`config.mk`:
```
export PLATFORM = sky130hd
export DESIGN_NAME = digit_serial_adder
export DESIGN_NICKNAME = d
export VERILOG_FILES = /design/src/rtl/digit_serial_adder.sv
export SDC_FILE = /design/constraint.sdc
export NUM_CORES = 1
export LEC_CHECK = 0
export ABC_CLOCK_PERIOD_IN_PS = 5400
export CAP_MARGIN = 0
export CORE_UTILIZATION = 35
export CTS_CLUSTER_DIAMETER = 30
export DETAILED_ROUTE_END_ITERATION = 10
export PLACE_DENSITY = 0.61
export SYNTH_ARGS = -nofsm -noshare
export SYNTH_HDL_FRONTEND = slang
export SYNTH_SLANG_ARGS = --single-unit
```
`constraint.sdc`:
```
create_clock -name clk_i -period 5.4 [get_ports clk_i]
set_input_delay 0.81 -clock clk_i [delete_from_list [all_inputs] [get_ports clk_i]]
set_output_delay 0.81 -clock clk_i [all_outputs]
set_load 0.005 [all_outputs]
```
`src/rtl/digit_serial_adder.sv`:
```
// Digit-serial adder/subtractor: DIGIT full-adder cells plus a registered carry,
// consuming WIDTH-bit operands LSB digit first with valid/ready on both sides.
module digit_serial_adder #(
  parameter int WIDTH = 16,
  parameter int DIGIT = 4
) (
  input  logic             clk_i,
  input  logic             rst_ni,
  input  logic             in_valid_i,
  output logic             in_ready_o,
  input  logic [WIDTH-1:0] a_i,
  input  logic [WIDTH-1:0] b_i,
  input  logic             cin_i,
  input  logic             sub_i,
  output logic             out_valid_o,
  input  logic             out_ready_i,
  output logic [WIDTH-1:0] s_o,
  output logic             cout_o,
  output logic             ovf_o,
  output logic             busy_o
);

  localparam int NSTEP = WIDTH / DIGIT;
  localparam int CW    = (NSTEP > 1) ? $clog2(NSTEP) : 1;

  if (DIGIT < 1 || DIGIT > WIDTH || (WIDTH % DIGIT) != 0) begin : g_bad_param
    $error("digit_serial_adder: WIDTH must be a multiple of DIGIT and DIGIT in 1..WIDTH");
  end

  typedef enum logic [1:0] {IDLE, RUN, DONE} state_t;

  state_t           state_q, state_d;
  logic [WIDTH-1:0] a_q, a_d;
  logic [WIDTH-1:0] b_q, b_d;
  logic [WIDTH-1:0] s_q, s_d;
  logic             carry_q, carry_d;
  logic [CW-1:0]    cnt_q, cnt_d;
  logic             cout_q, cout_d;
  logic             ovf_q, ovf_d;

  logic [DIGIT:0]   c;
  logic [DIGIT-1:0] sum;
  logic [WIDTH-1:0] s_shift;
  logic             last_step;

  always_comb begin
    c   = '0;
    sum = '0;
    c[0] = carry_q;
    for (int i = 0; i < DIGIT; i++) begin
      sum[i]   = a_q[i] ^ b_q[i] ^ c[i];
      c[i+1]   = (a_q[i] & b_q[i]) | (c[i] & (a_q[i] ^ b_q[i]));
    end
  end

  // New digits enter at the MSB so the LSB digit ends up at bit 0 after NSTEP shifts.
  if (DIGIT == WIDTH) begin : g_full
    assign s_shift = sum;
  end else begin : g_part
    assign s_shift = {sum, s_q[WIDTH-1:DIGIT]};
  end

  assign last_step = (cnt_q == CW'(NSTEP - 1));

  always_comb begin
    state_d = state_q;
    a_d     = a_q;
    b_d     = b_q;
    s_d     = s_q;
    carry_d = carry_q;
    cnt_d   = cnt_q;
    cout_d  = cout_q;
    ovf_d   = ovf_q;
    unique case (state_q)
      IDLE: begin
        if (in_valid_i) begin
          a_d     = a_i;
          b_d     = sub_i ? ~b_i : b_i;
          carry_d = cin_i ^ sub_i;
          cnt_d   = '0;
          state_d = RUN;
        end
      end
      RUN: begin
        a_d     = a_q >> DIGIT;
        b_d     = b_q >> DIGIT;
        s_d     = s_shift;
        carry_d = c[DIGIT];
        if (last_step) begin
          cout_d  = c[DIGIT];
          ovf_d   = c[DIGIT] ^ c[DIGIT-1];
          state_d = DONE;
        end else begin
          cnt_d = cnt_q + CW'(1);
        end
      end
      DONE: begin
        if (out_ready_i) state_d = IDLE;
      end
      default: state_d = IDLE;
    endcase
  end

  always_ff @(posedge clk_i or negedge rst_ni) begin
    if (!rst_ni) begin
      state_q <= IDLE;
      a_q     <= '0;
      b_q     <= '0;
      s_q     <= '0;
      carry_q <= 1'b0;
      cnt_q   <= '0;
      cout_q  <= 1'b0;
      ovf_q   <= 1'b0;
    end else begin
      state_q <= state_d;
      a_q     <= a_d;
      b_q     <= b_d;
      s_q     <= s_d;
      carry_q <= carry_d;
      cnt_q   <= cnt_d;
      cout_q  <= cout_d;
      ovf_q   <= ovf_d;
    end
  end

  assign in_ready_o  = (state_q == IDLE);
  assign out_valid_o = (state_q == DONE);
  assign busy_o      = (state_q != IDLE);
  assign s_o         = s_q;
  assign cout_o      = cout_q;
  assign ovf_o       = ovf_q;

endmodule

```
==> run_results.csv <==
group,metric,value,unit
sta,max_slew.worst_pin.slew,0.9393,ns
sta,setup_tns,0,ns
final_layout,stdcell_count,413,
final_layout,nNetsFinal,356,
synth,synth_compound_area_frac,0.1300,
detailed_routing,drtPass1Iterations,4,
synth,synthSimpleGateAreaFrac,0.1447,
sta,rsz0062_at_grt,"no",
power,intPower,1120,uW
clocking,cts_root_buf,"clkbuf_8",
synth,synth_edf_count,0,
detailed_routing,drtIter0Drc,112,
clocking,clk_path_buf_depth,2,
status,outcome,"completed",
detailed_routing,post_drt_wl_per_cell,12.92,um
synth,dominantRegCellSynth,"dfrtp_1",
clocking,clk_pin_slew,0.10,ns
synth,synth_cells,274,
synth,avgSynthCellArea,9.973,sq um
final_layout,stdcell_area,0.003385,sq mm
clocking,cts.sinks,55,
clocking,post_cts_buffers,0,
floorplan,io_pins,59,
worst_setup_path,crit_fanout,21,
floorplan,dieWidth,90.36,um
worst_hold_path,holdCritPathClass,"reg2reg",
synth,synth.distinct_cells,30,
clocking,cts_made_buffers,5,
global_route,gr-total-overflow,0,
placed_design,placed_cell_area,0.003263,sq mm
sta,drv_slew,0,
global_route,track_usage,0.1420,
sta,skew,0.01302,ns
sta,max_freq,359.0,MHz
power,p_seq_frac,0.407,
clocking,htreeDepth,2,
global_route,antenna_found_initial,0,
floorplan,fp.dieArea,0.008165,sq mm
run,cap_violations,0,
synth,synthAdderAreaFrac,0.03388,
worst_setup_path,crit_arrival,1.98,ns
placed_design,port_buffers,58,
worst_setup_path,critical_path_class,"reg2out",
final_layout,drive_gt1_frac,0.05414,
synth,async_reset_ff_frac,1.000,
placed_design,dp_cells,405,
synth,syn_nets,317,
final_layout,diodes,0,
synth,ys.warnings.count,0,
global_route,grt_pass1_wl,9363,um
clocking,tritoncts,"yes",
global_route,grt_max_degree,56,
worst_hold_path,holdPathStages,2,
clocking,post_cts_resized,0,
synth,synth_area,0.002733,sq mm
sta,setup_viol,0,
power,sw_frac_of_total,0.3685,
synth,synth.mux.area_fraction,0.04396,
worst_setup_path,worst_setup_path_end_kind,"output port",
sta,relSlewSlack,0.3719,
sta,fin_crit,2.785,ns
final_layout,mostFrequentLayoutCell,"nand2_1",
synth,synth_top_family_by_area,"simple AND/OR/NAND/NOR gates",
sta,hold_ws,0.4825,ns
worst_setup_path,reg2regPathDepth,4,
synth,synth_xor_area_frac,0.05769,
global_route,grt_pass1_vias,1950,
placed_design,place.gp.congestion,0.7493,
worst_setup_path,critPathLaunchType,"register",
worst_setup_path,required,4.59,ns
clocking,clock_latency,0.31,ns
detailed_routing,num_vias,1975,
power,p_clk_frac,0.162,
detailed_routing,routed_wl,5337,um
power,p_comb_frac,0.431,
detailed_routing,ant_nets,0,
floorplan,num_rows,31,
placed_design,hpwl,3722,um
final_layout,syn_to_final_growth,23.86,%
power,power.switching,653.5,uW
clocking,cts_hold_buf,0,
detailed_routing,viasPerCell,4.782,
floorplan,fp.dieH,90.36,um
synth,ys_seq_area_frac,0.5037,
detailed_routing,drc,0,
power,ir_worst_vdd,193.8,uV
power,p_per_area,524.0,mW/mm^2
floorplan,initial_core_util,0.3689,
sta,fin_crit_sh,0.5158,
synth,ys_ff_latch,55,
power,p_leak,0.001523,uW
sta,hold_viol,0,
final_layout,final_cell_mix,"nand2_1 (73), clkdlybuf4s50_1 (57), dfrtp_1 (55)",
floorplan,core_area,0.007408,sq mm
-- cell usage after synthesis, types with 2 or more instances --
cell type / count / area share
buf_6: 2 / 0.0082
a221o_1: 5 / 0.018
a221o_2: 2 / 0.0082
a21oi_1: 4 / 0.0073
o221ai_1: 4 / 0.013
buf_4: 15 / 0.041
mux2i_1: 12 / 0.044
a22o_1: 3 / 0.0096
buf_2: 11 / 0.020
xor2_1: 8 / 0.026
nand2b_1: 4 / 0.0092
nor2_1: 6 / 0.0082
inv_1: 11 / 0.015
a22oi_1: 4 / 0.011
fa_1: 4 / 0.029
nand2_1: 73 / 0.10
dfrtp_1: 55 / 0.50
nor2b_1: 5 / 0.011
o32ai_1: 2 / 0.0064
xnor2_1: 10 / 0.032
nand3b_1: 2 / 0.0055
o21ai_0: 24 / 0.044
-- worst max-delay path: stages, from the launching register on --
cell and delay [ns]:
dfrtp_1 0.82, nor2_1 0.22, inv_1 0.12, clkdlybuf4s50_1 0.50
-- per-stage QoR --
stage	utilization	power, uW	setup slack, ns
after floorplan	-	1287	3.251
after global placement	0.4405	1486	2.800
after detailed placement	0.4405	1508	2.746
after CTS	0.4568	1798	2.644
after global routing	0.4568	1937	2.509
final	0.4568	1774	2.615
-- area by class of cell --
type,count,area (sq um)
Fill cell,709,4024
Sequential cell,55,1376
Multi-Input combinational cell,179,1124
Timing Repair Buffer,61,598.1
Tap cell,99,123.9
Clock buffer,6,82.58
Inverter,11,41.29
Clock inverter,2,38.79
-- power by group through the flow --
stage	registers (uW)	clock network, uW	logic (uW)
final	721	287	765
after global routing	746	314	877
after global placement	727	0	759
after detailed placement	732	0	776
after floorplan	684	0	603
after CTS	723	296	779
-- cell families after synthesis --
group,after synthesis
AO/OA/AOI/OAI,51
multiplexers,12
adder cells (fa/ha/maj),5
buffers and inverters,40
AND/OR/NAND/NOR,93
XOR/XNOR,18
flip-flops,55
-- routing by layer --
metal | track usage | vias up | share of wire
met5 | 0 | - | 0
met4 | 0.03226 | 0 | 0.0094
met3 | 0.02862 | 7 | 0.037
met2 | 0.2303 | 52 | 0.46
met1 | 0.1956 | 940 | 0.49
li1 | - | 976 | -
-- registers in the layout, indices dropped and copies added (netlist names) --
signal,flops
a_q,16
b_q,16
carry_q,1
cnt_q,2
cout_o,1
ovf_o,1
s_o,16
state_q,2
-- worst paths after layout --
path,from,endpoint,slack (ns)
max,state_q[0]$_DFFE_PN0P_,busy_o,2.61
min,s_o[3]$_DFFE_PN0P_,s_o[3]$_DFFE_PN0P_,0.48
max reg2reg,state_q[0]$_DFFE_PN0P_,a_q[6]$_DFFE_PN0P_,2.87
min reg2reg,s_o[3]$_DFFE_PN0P_,s_o[3]$_DFFE_PN0P_,0.48
max in group asynchronous,rst_ni,b_q[12]$_DFFE_PN0P_,4.32
min in group asynchronous,rst_ni,a_q[6]$_DFFE_PN0P_,0.62
Note: power is estimated with default switching activity, not from simulation.
